==> src/rtl/stn_pkg.sv <==
// stn_pkg: shared state encoding and field widths for the station tracker
package stn_pkg;
    typedef enum logic [1:0] {IDLE, SEEK, ACK, ARRIVED} stn_state_t;
    localparam int STN_W = 6;
    localparam int ID_W = 8;
endpackage

==> src/rtl/stn_dup_tmr.sv <==
// stn_dup_tmr: age of the last accepted station, flags a repeat read while it is still fresh
module stn_dup_tmr
    import stn_pkg::*;
#(
    parameter int DUP_TMO_W = 22
) (
    input  logic             clk,
    input  logic             rst,
    input  logic             clr,
    input  logic [STN_W-1:0] id,
    input  logic [STN_W-1:0] last_id,
    output logic             dup
);
    logic [DUP_TMO_W-1:0] tmr;
    // restart on every accepted ID, otherwise count up and stick at all-ones (stale)
    always_ff @(posedge clk) begin
        if (rst)
            tmr <= '1;
        else if (clr)
            tmr <= '0;
        else if (tmr != '1)
            tmr <= tmr + 1'b1;
    end
    assign dup = (id == last_id) && (tmr != '1);
endmodule

==> src/rtl/station_tracker.sv <==
// station_tracker: acks barcode station IDs, counts stations and flags arrival (optional STN_DUP_FILT_EN)
module station_tracker
    import stn_pkg::*;
#(
    parameter int STN_CNT_W = 4,
    parameter int DUP_TMO_W = 22
) (
    input  logic                 clk,
    input  logic                 rst,
    input  logic                 ID_vld,
    input  logic [ID_W-1:0]      ID,
    output logic                 clr_ID_vld,
    input  logic [STN_W-1:0]     dest,
    input  logic                 dest_ld,
    output logic [STN_W-1:0]     stn_id,
    output logic                 stn_new,
    output logic [STN_CNT_W-1:0] stn_cnt,
    output logic                 at_dest,
    output logic                 busy
);
    stn_state_t state, nxt, ret;
    logic [STN_W-1:0] dest_r;
    logic dup, accept;
    assign accept = (state == SEEK) && ID_vld && !dest_ld && (ID[7:6] == 2'b00) && !dup;
`ifdef STN_DUP_FILT_EN
    stn_dup_tmr #(.DUP_TMO_W(DUP_TMO_W)) u_dup (
        .clk    (clk),
        .rst    (rst),
        .clr    (accept),
        .id     (ID[STN_W-1:0]),
        .last_id(stn_id),
        .dup    (dup)
    );
`else
    assign dup = 1'b0;
`endif
    // next state: dest_ld wins, ACK returns to IDLE or to SEEK/ARRIVED by match result
    always_comb begin
        nxt = state;
        if (dest_ld)
            nxt = SEEK;
        else if (state == ACK)
            nxt = (ret == IDLE) ? IDLE : (at_dest ? ARRIVED : SEEK);
        else if (ID_vld)
            nxt = ACK;
    end
    // state, destination and station bookkeeping
    always_ff @(posedge clk) begin
        if (rst) begin
            state   <= IDLE;
            ret     <= IDLE;
            dest_r  <= '0;
            stn_id  <= '0;
            stn_cnt <= '0;
            stn_new <= 1'b0;
            at_dest <= 1'b0;
        end else begin
            state   <= nxt;
            stn_new <= accept;
            if (nxt == ACK)
                ret <= state;
            if (dest_ld) begin
                dest_r  <= dest;
                stn_cnt <= '0;
                at_dest <= 1'b0;
            end else if (accept) begin
                stn_id  <= ID[STN_W-1:0];
                stn_cnt <= (stn_cnt != '1) ? stn_cnt + 1'b1 : stn_cnt;
                at_dest <= (ID[STN_W-1:0] == dest_r);
            end
        end
    end
    assign clr_ID_vld = (state == ACK);
    assign busy = (state == SEEK) || (state == ACK);
endmodule

==> config.mk <==
export PLATFORM = sky130hd
export DESIGN_NAME = station_tracker
export DESIGN_NICKNAME = d
export VERILOG_FILES = /design/src/rtl/stn_pkg.sv /design/src/rtl/stn_dup_tmr.sv /design/src/rtl/station_tracker.sv
export SDC_FILE = /design/constraint.sdc
export NUM_CORES = 1
export LEC_CHECK = 0
export ABC_AREA = 1
export ABC_CLOCK_PERIOD_IN_PS = 1730
export CORE_MARGIN = 3
export CORE_UTILIZATION = 50
export DETAILED_ROUTE_END_ITERATION = 12
export DONT_BUFFER_PORTS = 1
export PLACE_DENSITY = 0.69
export SETUP_SLACK_MARGIN = 0.5
export SLEW_MARGIN = 20
export SYNTH_ARGS = -nofsm -noshare
export SYNTH_HDL_FRONTEND = slang
export SYNTH_SLANG_ARGS = --single-unit
==> constraint.sdc <==
create_clock -name clk -period 1.73 [get_ports clk]
set_input_delay 0.519 -clock clk [delete_from_list [all_inputs] [get_ports clk]]
set_output_delay 0.519 -clock clk [all_outputs]
set_load 0.02 [all_outputs]
==> impl_metrics.py <==
metrics = {
    "floorplanning": {
        "design.portCount": 32,
        "chipWidth_um": 51.55,
        "starting_density_of_the_core": 0.5639,
        "floorplan.core_area_um2": 1839,
        "core.rowCount": 15,
        "die_h_um": 51.55,
        "die-area_um2": 2657,
    },
    "layout": {
        "syn2layout_area_growth_pct": 20.63,
        "design.final.nets": 180,
        "drive_above_1_share": 0.2739,
        "number_of_inserted_diodes": 0,
        "finish.utilization": 0.6803,
    },
    "sta": {
        "final.period_utilization": 0.8797,
        "final.setup_skew_ns": 0.01263,
        "final_period_minus_worst_setup_slack_ns": 1.522,
        "slew_viol_final": 0,
        "slew_headroom": 0.7590,
        "worst-slew-pin-transition_ns": 0.3611,
        "fmax_mhz": 657.1,
        "report.final.setup_viol": 0,
        "tns_ns": 0,
        "final_hold_viol_count": 0,
        "grt_setup_unrepaired": "yes",
    },
    "clocking": {
        "cts_tree": "done",
        "cts-buffers-inserted": 3,
        "hold_fix_buffers_cts": 0,
        "clockRootBuffer": "sky130_fd_sc_hd__clkbuf_4",
        "cts.clk_slew.worst_paths_ns": 0.12,
        "clock-sinks": 22,
        "cts_max_path_buffers": 2,
        "worstSkewPairLatency_ns": 0.30,
        "cts_max_level": 1,
    },
    "place": {
        "place.port_buffers": 0,
        "dpl.hpwl_um": 1513,
        "gp_routability_congestion": 0.7375,
    },
    "worst_setup_path": {
        "path_delay_family": "flip-flops",
        "worstPathBufferInverterCount": 2,
        "worstSetupStartpointType": "register",
        "critPathArrivalTime_ns": 1.00,
        "path_cells": "inv_2 > ha_4 > inv_4",
        "cpMaxStageDelayCell": "sky130_fd_sc_hd__dfxtp_2",
        "crit_path_end_kind": "output port",
        "critPathKind": "register to output port",
        "crit_fanout": 2,
        "timing.critical_path.required_ns": 1.21,
        "worst_path_largest_cell_delay_ns": 0.35,
    },
    "drt": {
        "violation_count_after_the_first_detailed_route_iteration": 9,
        "detailed_route_vias_per_instance": 5.143,
        "drc": 0,
        "detail_route.first_pass.iterations": 4,
        "detail-route-antenna-nets": 0,
        "drt_wl_total_um": 2302,
        "avgRoutedWirePerCell_um": 12.65,
        "routed-via-count": 936,
    },
    "grt": {
        "grt_pass1_wl_um": 3953,
        "largest_net_degree_at_the_start_of_global_routing": 15,
        "antenna_found_initial": 0,
        "global_route.usage.total": 0.1957,
        "via_count_of_the_first_global_routing_pass": 921,
        "overflow": 0,
    },
    "synthesis": {
        "netlist-cell-type-count": 20,
        "yosys_register_bits": 22,
        "synth.top_cell.area_share": 0.4246,
        "ys.warnings.count": 0,
        "synth_seq_area_share": 0.4246,
        "post_synthesis_net_count": 170,
        "synth_area_per_cell_um2": 6.961,
        "post-synth-top-area-cell": "sky130_fd_sc_hd__dfxtp_1",
        "synthesis.area_um2": 1037,
        "post_synth_main_area_contributors": "sky130_fd_sc_hd__dfxtp_1, sky130_fd_sc_hd__nand2_1, sky130_fd_sc_hd__inv_1, sky130_fd_sc_hd__a21oi_1, sky130_fd_sc_hd__o21ai_0",
        "netlist_instances": 149,
    },
    "power": {
        "power.density_cell_area_nw_per_um2": 712.5,
        "worst_ir_drop_vdd_v": 0.0005621,
        "leakagePower_nw": 0.5714,
        "design_power_total_mw": 0.8915,
    },
    "min_path": {
        "hold_path.class": "input pin to register",
    },
    "outcome": {
        "status": "completed",
    },
    "run": {
        "timing.max_cap.violations": 0,
    },
}
## metal layers
layer / track usage / wire (µm)
met5: 0 / 0
met4: 0.06550 / 29
met3: 0.06304 / 182
met2: 0.3432 / 1122
met1: 0.2224 / 968
## layout make-up
class / count / area, µm²
flip-flops and latches: 22 / 483.0
multi-input cells: 94 / 525.5
fillers: 161 / 588.1
clock buffers: 3 / 22.52
repair buffers: 7 / 60.06
inverters: 30 / 120.1
well taps: 25 / 31.28
repair inverters: 1 / 8.758
## cells in the mapped netlist
master and instances:
sky130_fd_sc_hd__dfxtp_1 22, sky130_fd_sc_hd__a21oi_1 19, sky130_fd_sc_hd__nand2_1 31, sky130_fd_sc_hd__nor3_1 2, sky130_fd_sc_hd__o21bai_1 1, sky130_fd_sc_hd__o21ai_0 9
sky130_fd_sc_hd__o21ai_1 6, sky130_fd_sc_hd__nand2_2 1, sky130_fd_sc_hd__xor2_1 1, sky130_fd_sc_hd__nor2_2 1, sky130_fd_sc_hd__clkinv_2 1, sky130_fd_sc_hd__ha_1 3
sky130_fd_sc_hd__buf_2 1, sky130_fd_sc_hd__nor2_1 10, sky130_fd_sc_hd__nand3_1 8, sky130_fd_sc_hd__clkbuf_2 1, sky130_fd_sc_hd__buf_6 1, sky130_fd_sc_hd__inv_1 29
sky130_fd_sc_hd__nor2_4 1, sky130_fd_sc_hd__nand3_2 1
## kinds of logic (layout without fill, tap and decap cells)
group / after synthesis / in the layout / synth area share
buffers and inverters: 33 / 41 / 0.1303
AND/OR/NAND/NOR: 55 / 55 / 0.2292
adder cells (fa/ha/maj): 3 / 3 / 0.03619
flip-flops: 22 / 22 / 0.4246
XOR/XNOR: 1 / 1 / 0.008445
AO/OA/AOI/OAI: 35 / 35 / 0.1713
## what timing repair did
item                       CTS  global route
buffers inserted             3             1
resized for setup           35             9
setup endpoints to repair   25            28
cloned                       1             0
pin swaps                    3             1
## cell usage in the layout (no fill, tap or decap), drive strengths merged
cell type | Yosys | layout
nand2 | 32 | 32
nand3 | 9 | 9
a21oi | 19 | 19
nor2 | 12 | 12
o21ai | 15 | 15
xor2 | 1 | 1
ha | 3 | 3
o21bai | 1 | 1
inv | 29 | 29
clkinv | 1 | 2
buf | 2 | 7
nor3 | 2 | 2
dfxtp | 22 | 22
clkbuf | 1 | 3
## power by group
| part | switching (mW) | internal, mW | total [mW] |
|---|---|---|---|
| Clock | 0.141 | 0.0811 | 0.222 |
| Sequential | 0.0143 | 0.513 | 0.528 |
| Combinational | 0.0872 | 0.0551 | 0.142 |
| Total | 0.242 | 0.649 | 0.891 |
## stage by stage
| stage | hold slack (ns) | area, µm² | cells | worst slack, ns |
|---|---|---|---|---|
| 3_3_place_gp | 0.4551 | 1077 | 174 | 0.3575 |
| 6_report | 0.2627 | 1251 | 182 | 0.2082 |
| 4_1_cts | 0.2509 | 1215 | 181 | 0.2002 |
| 2_1_floorplan | 0.4431 | 1045 | 149 | 0.4753 |
| 3_5_place_dp | 0.4627 | 1077 | 174 | 0.3449 |
| 5_1_grt | 0.2509 | 1251 | 182 | 0.1623 |
## path summary, 6_finish.rpt
kind,startpoint,end,slack (ns),cells past startpoint
worst max-delay path,state[0],busy,0.21,3
worst min-delay path,rst,stn_new,0.26,1
worst max register to register,state[1],stn_id[3],0.47,8
worst min register to register,dest_r[4],dest_r[4],0.48,2
## flip-flops by register name (all words and copies together), names as in the netlist
name / count
dest_r: 6
ret: 2
at_dest: 1
stn_new: 1
stn_cnt: 4
state: 2
stn_id: 6
Power figures use the tool's default switching activity.
